`config.mk`:
```
export PLATFORM = sky130hd
export DESIGN_NAME = nios_system_sysid_ext_flat
export DESIGN_NICKNAME = d
export VERILOG_FILES = /design/src/rtl/nios_system_sysid_pkg.sv /design/src/rtl/nios_system_sysid_ext_if.sv /design/src/rtl/sysid_tick_gen.sv /design/src/rtl/nios_system_sysid_ext.sv /design/src/flat_wrapper.sv
export SDC_FILE = /design/constraint.sdc
export NUM_CORES = 1
export LEC_CHECK = 0
export ABC_CLOCK_PERIOD_IN_PS = 2300
export CORE_ASPECT_RATIO = 0.5
export CORE_MARGIN = 2
export CORE_UTILIZATION = 27
export CTS_CLUSTER_DIAMETER = 40
export CTS_CLUSTER_SIZE = 16
export DETAILED_ROUTE_END_ITERATION = 12
export PLACE_DENSITY = 0.52
export RECOVER_POWER = 50
export SKIP_CTS_REPAIR_TIMING = 1
export SYNTH_ARGS = -nofsm -noshare
export SYNTH_HDL_FRONTEND = slang
export SYNTH_SLANG_ARGS = --single-unit
```
`constraint.sdc`:
```
create_clock -name clock -period 2.3 [get_ports clock]
set_clock_uncertainty 0.2 [all_clocks]
set_input_delay 0.575 -clock clock [delete_from_list [all_inputs] [get_ports clock]]
set_output_delay 0.575 -clock clock [all_outputs]
set_load 0.02 [all_outputs]
```
`src/rtl/nios_system_sysid_pkg.sv`:
```
// Shared register offsets and CTRL bit positions for the identity/uptime block.
package nios_system_sysid_pkg;
  localparam int NUM_WORDS = 8;

  localparam logic [2:0] OFF_ID      = 3'd0;
  localparam logic [2:0] OFF_TS      = 3'd1;
  localparam logic [2:0] OFF_CAPS    = 3'd2;
  localparam logic [2:0] OFF_SCRATCH = 3'd3;
  localparam logic [2:0] OFF_UP_LO   = 3'd4;
  localparam logic [2:0] OFF_UP_HI   = 3'd5;
  localparam logic [2:0] OFF_TICKS   = 3'd6;
  localparam logic [2:0] OFF_CTRL    = 3'd7;

  localparam int CTRL_FREEZE = 0;
  localparam int CTRL_CLEAR  = 1;
endpackage

```
`src/rtl/nios_system_sysid_ext_if.sv`:
```
// Avalon-MM slave bus bundle (no waitrequest, fixed read latency of 1).
interface nios_system_sysid_ext_if #(
  parameter int ADDR_W = 3
);
  logic [ADDR_W-1:0] address;
  logic              read;
  logic              write;
  logic [31:0]       writedata;
  logic [3:0]        byteenable;
  logic [31:0]       readdata;
  logic              readdatavalid;

  modport master (
    output address, read, write, writedata, byteenable,
    input  readdata, readdatavalid
  );

  modport slave (
    input  address, read, write, writedata, byteenable,
    output readdata, readdatavalid
  );
endinterface

```
`src/rtl/sysid_tick_gen.sv`:
```
// Prescaler: counts 0..TICK_DIV-1 while enabled and flags the wrap cycle as a tick.
module sysid_tick_gen #(
  parameter int TICK_DIV = 50000
) (
  input  logic clock,
  input  logic reset_n,
  input  logic en,
  input  logic clr,
  output logic tick
);
  localparam logic [23:0] LAST = 24'(TICK_DIV - 1);

  logic [23:0] presc_q, presc_d;

  assign tick = en && (presc_q == LAST);

  always_comb begin
    presc_d = presc_q;
    if (clr)
      presc_d = '0;
    else if (tick)
      presc_d = '0;
    else if (en)
      presc_d = presc_q + 24'd1;
  end

  always_ff @(posedge clock or negedge reset_n) begin
    if (!reset_n)
      presc_q <= '0;
    else
      presc_q <= presc_d;
  end
endmodule

```
`src/rtl/nios_system_sysid_ext.sv`:
```
// Identity and uptime register file: fixed ID words, scratch, 64-bit cycle counter
// with high-word shadow, and a prescaled tick counter.
module nios_system_sysid_ext
  import nios_system_sysid_pkg::*;
#(
  parameter logic [31:0] SYSTEM_ID = 32'h0000_CAFE,
  parameter logic [31:0] TIMESTAMP = 32'd1524000766,
  parameter logic [7:0]  VERSION   = 8'h02,
  parameter logic [15:0] CLK_MHZ   = 16'd50,
  parameter int          TICK_DIV  = 50000,
  parameter int          ADDR_W    = 3
) (
  input  logic                     clock,
  input  logic                     reset_n,
  nios_system_sysid_ext_if.slave   bus
);
  logic [31:0] scratch_q, scratch_d;
  logic [31:0] rdata_q, rdata_d;
  logic [31:0] ticks_q, ticks_d;
  logic [31:0] shadow_q, shadow_d;
  logic [63:0] cnt_q, cnt_d;
  logic        freeze_q, freeze_d;
  logic        rvalid_q;

  logic [2:0]  word;
  logic        in_map;
  logic        wr_ctrl;
  logic        clr;
  logic        run;
  logic        tick;

  assign word = bus.address[2:0];

  generate
    if (ADDR_W > 3) begin : g_decode_hi
      assign in_map = ~|bus.address[ADDR_W-1:3];
    end else begin : g_decode_full
      assign in_map = 1'b1;
    end
  endgenerate

  assign wr_ctrl = bus.write && in_map && (word == OFF_CTRL) && bus.byteenable[0];
  assign clr     = wr_ctrl && bus.writedata[CTRL_CLEAR];
  assign run     = !freeze_q;

  sysid_tick_gen #(
    .TICK_DIV (TICK_DIV)
  ) u_tick_gen (
    .clock   (clock),
    .reset_n (reset_n),
    .en      (run),
    .clr     (clr),
    .tick    (tick)
  );

  always_comb begin
    scratch_d = scratch_q;
    if (bus.write && in_map && (word == OFF_SCRATCH)) begin
      for (int i = 0; i < 4; i++) begin
        if (bus.byteenable[i])
          scratch_d[8*i +: 8] = bus.writedata[8*i +: 8];
      end
    end

    freeze_d = wr_ctrl ? bus.writedata[CTRL_FREEZE] : freeze_q;

    // CLEAR takes priority over the increment happening on the same edge.
    if (clr)
      cnt_d = '0;
    else if (run)
      cnt_d = cnt_q + 64'd1;
    else
      cnt_d = cnt_q;

    if (clr)
      ticks_d = '0;
    else if (tick)
      ticks_d = ticks_q + 32'd1;
    else
      ticks_d = ticks_q;

    // Reads sample pre-edge state, so a same-cycle write is not visible yet.
    shadow_d = shadow_q;
    rdata_d  = rdata_q;
    if (bus.read) begin
      rdata_d = '0;
      if (in_map) begin
        case (word)
          OFF_ID:      rdata_d = SYSTEM_ID;
          OFF_TS:      rdata_d = TIMESTAMP;
          OFF_CAPS:    rdata_d = {VERSION, 8'(NUM_WORDS), CLK_MHZ};
          OFF_SCRATCH: rdata_d = scratch_q;
          OFF_UP_LO: begin
            rdata_d  = cnt_q[31:0];
            shadow_d = cnt_q[63:32];
          end
          OFF_UP_HI:   rdata_d = shadow_q;
          OFF_TICKS:   rdata_d = ticks_q;
          OFF_CTRL:    rdata_d = {31'd0, freeze_q};
          default:     rdata_d = '0;
        endcase
      end
    end
  end

  always_ff @(posedge clock or negedge reset_n) begin
    if (!reset_n) begin
      scratch_q <= '0;
      rdata_q   <= '0;
      ticks_q   <= '0;
      shadow_q  <= '0;
      cnt_q     <= '0;
      freeze_q  <= 1'b0;
      rvalid_q  <= 1'b0;
    end else begin
      scratch_q <= scratch_d;
      rdata_q   <= rdata_d;
      ticks_q   <= ticks_d;
      shadow_q  <= shadow_d;
      cnt_q     <= cnt_d;
      freeze_q  <= freeze_d;
      rvalid_q  <= bus.read;
    end
  end

  assign bus.readdata      = rdata_q;
  assign bus.readdatavalid = rvalid_q;
endmodule

```
`src/flat_wrapper.sv`:
```
// flat-port wrapper written by rule: the top's interface ports become plain ports
module nios_system_sysid_ext_flat import nios_system_sysid_pkg::*;
#(
  parameter logic [31:0] SYSTEM_ID = 32'h0000_CAFE,
  parameter logic [31:0] TIMESTAMP = 32'd1524000766,
  parameter logic [7:0]  VERSION   = 8'h02,
  parameter logic [15:0] CLK_MHZ   = 16'd50,
  parameter int          TICK_DIV  = 50000,
  parameter int          ADDR_W    = 3
)
  (clock, reset_n, bus_address, bus_read, bus_write, bus_writedata, bus_byteenable, bus_readdata, bus_readdatavalid);
  nios_system_sysid_ext_if #(.ADDR_W(ADDR_W)) bus_i ();
  input  logic clock;
  input  logic reset_n;
  input wire logic [$bits(bus_i.address)-1:0] bus_address;
  input wire logic [$bits(bus_i.read)-1:0] bus_read;
  input wire logic [$bits(bus_i.write)-1:0] bus_write;
  input wire logic [$bits(bus_i.writedata)-1:0] bus_writedata;
  input wire logic [$bits(bus_i.byteenable)-1:0] bus_byteenable;
  output wire logic [$bits(bus_i.readdata)-1:0] bus_readdata;
  output wire logic [$bits(bus_i.readdatavalid)-1:0] bus_readdatavalid;
  assign bus_i.address = bus_address;
  assign bus_i.read = bus_read;
  assign bus_i.write = bus_write;
  assign bus_i.writedata = bus_writedata;
  assign bus_i.byteenable = bus_byteenable;
  assign bus_readdata = bus_i.readdata;
  assign bus_readdatavalid = bus_i.readdatavalid;
  nios_system_sysid_ext #(.SYSTEM_ID(SYSTEM_ID), .TIMESTAMP(TIMESTAMP), .VERSION(VERSION), .CLK_MHZ(CLK_MHZ), .TICK_DIV(TICK_DIV), .ADDR_W(ADDR_W)) u_core (.clock(clock), .reset_n(reset_n), .bus(bus_i));
endmodule
```
==> summary.txt <==
Outcome
  – Status: complete, but fails checks
  – Failing checks: setup timing

Placed design
  – # placed instances: between 1500 and 2000
  – Number of port buffers: 75
  – Half-perimeter wire length after detailed placement: between 20000 and 30000 µm
  – RePlAce Congestion: between 0.9 and 1
  – Dpl ws: -0.6270 ns

Timing
  – Final number of hold-violating endpoints: 0
  – Worst slew margin: 0.3977
  – Setup WS post-layout: -0.06154 ns
  – RSZ-0062 raised after global routing: true
  – Min Clock Period, post-route: around 2.4 ns
  – Endpoints failing setup: 3
  – Max Fclk: 0.4235 GHz
  – Max-slew violation count: 0
  – Final period utilization: 1.027
  – WHS: 0.3041 ns
  – Measured slew at the worst slew-check pin: ~0.90 ns

Route
  – First-pass DRT Iterations: 5
  – DR WL met2: 17840 µm
  – WL met3: ~2800 µm
  – Drt drc: 0
  – Final wirelength: ~38000 µm
  – Top sig layer: met4
  – Vias: slightly above 10000
  – M1 WL: between 15000 and 20000 µm
  – Routed Antenna Nets: 0
  – Avg WL per Cell: just under 20 µm
  – 1st-iter DRT viols: 882
  – DR vias/cell: between 5 and 6

Synthesis
  – FF+latch count, synth: 218
  – Most area-hungry cell type in the Yosys netlist: dfrtp_1
  – Yosys cell types: between 50 and 60
  – Most frequent cells after synthesis: dfrtp_1 (218), nor2_1 (107), mux2_2 (83), a21oi_1 (75), nand2_1 (72)
  – Mux cell area share after synthesis: 0.09453
  – Syn. warnings: 0
  – Post-Synth XOR/XNOR Area: 0.04510
  – Most numerous cell in the Yosys netlist: dfrtp_1
  – Synth Area in Compound Gates: 0.1182
  – Asr flop ratio synth: 1.000
  – Post-Syn Instances: 1134
  – Area contributors post-synth: dfrtp_1 (48%), mux2_2 (8.3%), nor2_1 (3.6%)
  – Post-synth EDFFs: 0
  – Syn Nets: 1180
  – Syn Std Cell Area: between 0.01 and 0.015 mm²
  – Avg Cell Area, Syn: 9.932 µm²
  – Adder-cell share of the synthesized area: 0.003333
  – Sequential fraction of the synthesis area: 0.4843
  – Synth Flop Type: dfrtp_1
  – Synth Area in Simple Gates: 0.2212
  – Share of the synthesized area in the top cell type: 0.4843
  – Largest family of logic cells by synthesized area: simple AND/OR/NAND/NOR gates

Layout
  – Layout Nets: around 1400
  – Share of cells above drive strength 1: 0.2783
  – Layout area overhead: 36.81%
  – FF/Latch Area: about 0.0055 mm²
  – Filler Cells Inserted: 3956
  – Final core occ: 0.3777
  – Finished Layout Cells: a little under 2000
  – Multi-input logic area: approximately 0.0056 mm²

CTS
  – CTS tree: done
  – Root buf cell: clkbuf_16
  – Max H-tree Level: 2
  – Worst-Skew Late Latency: about 0.53 ns
  – CTS Buffer Depth: 3
  – Clk slew on worst S/H paths: 0.05 ns
  – Clock buffer count from CTS: 35
  – CTS Sinks: around 220

Power
  – PwrDens: around 880 mW/mm²
  – Peak VDD IR: 0.3995 mV
  – Final Power: 0.01349 W
  – Static Leak: roughly 6.7 nW

Setup path
  – Kind of critical path: in2reg
  – Critical path peak fanout: 4
  – Crit path DAT: 2.60 ns
  – CP endpoint kind: flop
  – CP Launch Type: primary input
  – WP data required: 2.54 ns

Run
  – Max-cap violations: 0

Floorplan
  – Cell row count: 52
  – Number of placed I/O pins: 76
  – Die Wd: 292.8 µm
  – DIE AREA: roughly 0.043 mm²
  – Core area: 0.04079 mm²
  – Initial core utilization: 0.2761
  – DIE HEIGHT: 148.4 µm

Worst hold path
  – Worst Hold Class: reg2reg

GRT
  – Vias in the first global route: just under 10000
  – Initial antenna violation count: 0
  – Gr ovfl total: 0
  – Largest net degree at the start of global routing: between 60 and 70
  – First-pass GRT wire length: just under 60000 µm
  – GRT Total Usage: 0.1734
## logic make-up after synthesis
logic type / count (synthesis)
xor gates and xnor gates: 58
DFF: 218
buffers and inverters: 96
and+or+nand+nor: 454
AOI/OAI and AO/OA: 209
adders and majority gates: 3
muxes: 96
## area by class of cell
type / instances / area share
clock inverters: 20 / 0.01437
clock buffers: 41 / 0.06090
diodes: 1 / 0.0001624
repair buffers: 272 / 0.1563
well taps: 540 / 0.04385
flip-flops and latches: 218 / 0.3545
multi-input cells: 820 / 0.3633
inverters: 27 / 0.006577
## per-layer routing
| metal | GRT usage | vias to the layer above |
|---|---|---|
| met4 | 0.04667 | 0 |
| li1 | - | 4696 |
| met3 | 0.04274 | 52 |
| met1 | 0.2349 | 5100 |
| met5 | 0 | - |
| met2 | 0.2772 | 319 |
## state kept, by name, indices dropped and copies added, names as in the netlist
name                       count
u_core.bus.readdatavalid       1
u_core.scratch_q              32
u_core.bus.readdata           32
u_core.u_tick_gen.presc_q     24
u_core.freeze_q                1
u_core.ticks_q                32
u_core.shadow_q               32
u_core.cnt_q                  64
## layout by cell type, fill, tap and decap left out, types with 10 or more instances in the layout
master,netlist,routed
dfrtp_1,218,212
buf_4,0,171
nor2_1,107,105
mux2_2,83,83
a21oi_1,75,71
nand2_1,72,70
nand3_1,58,55
nand4_1,53,53
xor2_1,41,41
clkdlybuf4s50_1,0,39
clkbuf_16,0,35
o21ai_0,34,32
dlymetal6s2s_1,0,32
inv_1,27,27
or4_1,25,21
and3_1,20,19
or3_1,19,19
a22oi_1,18,18
nor3_1,17,17
o31ai_1,18,17
xnor2_1,17,17
o211ai_1,14,14
mux2i_1,13,13
nor4_1,19,12
a221oi_1,11,11
and4_1,11,10
buf_12,0,10
## report_power, final
group / internal (W) / switching, W / total (W)
combinational: 0.00143 / 0.00150 / 0.00292
sequential: 0.00460 / 0.000765 / 0.00537
clock: 0.00313 / 0.00207 / 0.00520
total: 0.00916 / 0.00433 / 0.0135
## critical path: stages
cell             delay (ns)
clkdlybuf4s50_1        0.48
nand4_1                0.16
buf_4                  0.19
o21ai_4                0.14
buf_6                  0.13
buf_4                  0.09
nand4_1                0.13
or4_1                  0.52
a21oi_1                0.17
## worst paths after layout
path | startpoint | endpoint | slack, ns | cells past startpoint
setup / recovery | bus_writedata[1] | u_core.cnt_q[60]$_DFFE_PN0P_ | -0.06 | 9
hold / removal | u_core.shadow_q[24]$_DFFE_PN0P_ | u_core.shadow_q[24]$_DFFE_PN0P_ | 0.30 | 1
setup reg to reg | u_core.cnt_q[41]$_DFFE_PN0P_ | u_core.cnt_q[60]$_DFFE_PN0P_ | -0.03 | 6
hold reg to reg | u_core.shadow_q[24]$_DFFE_PN0P_ | u_core.shadow_q[24]$_DFFE_PN0P_ | 0.30 | 1
max in group asynchronous | reset_n | u_core.cnt_q[28]$_DFFE_PN0P_ | 0.30 | 3
min in group asynchronous | reset_n | u_core.u_tick_gen.presc_q[11]$_DFFE_PN0P_ | 0.55 | 2
## through the flow
stage               TNS [ns]  area, µm²
floorplan            -0.7539      11260
global placement      -55.65      13950
detailed placement    -59.67      13950
CTS                   -1.538      15110
global route         -0.8681      15410
finish               -0.1400      15410
Note: power is estimated with default switching activity, not from simulation.
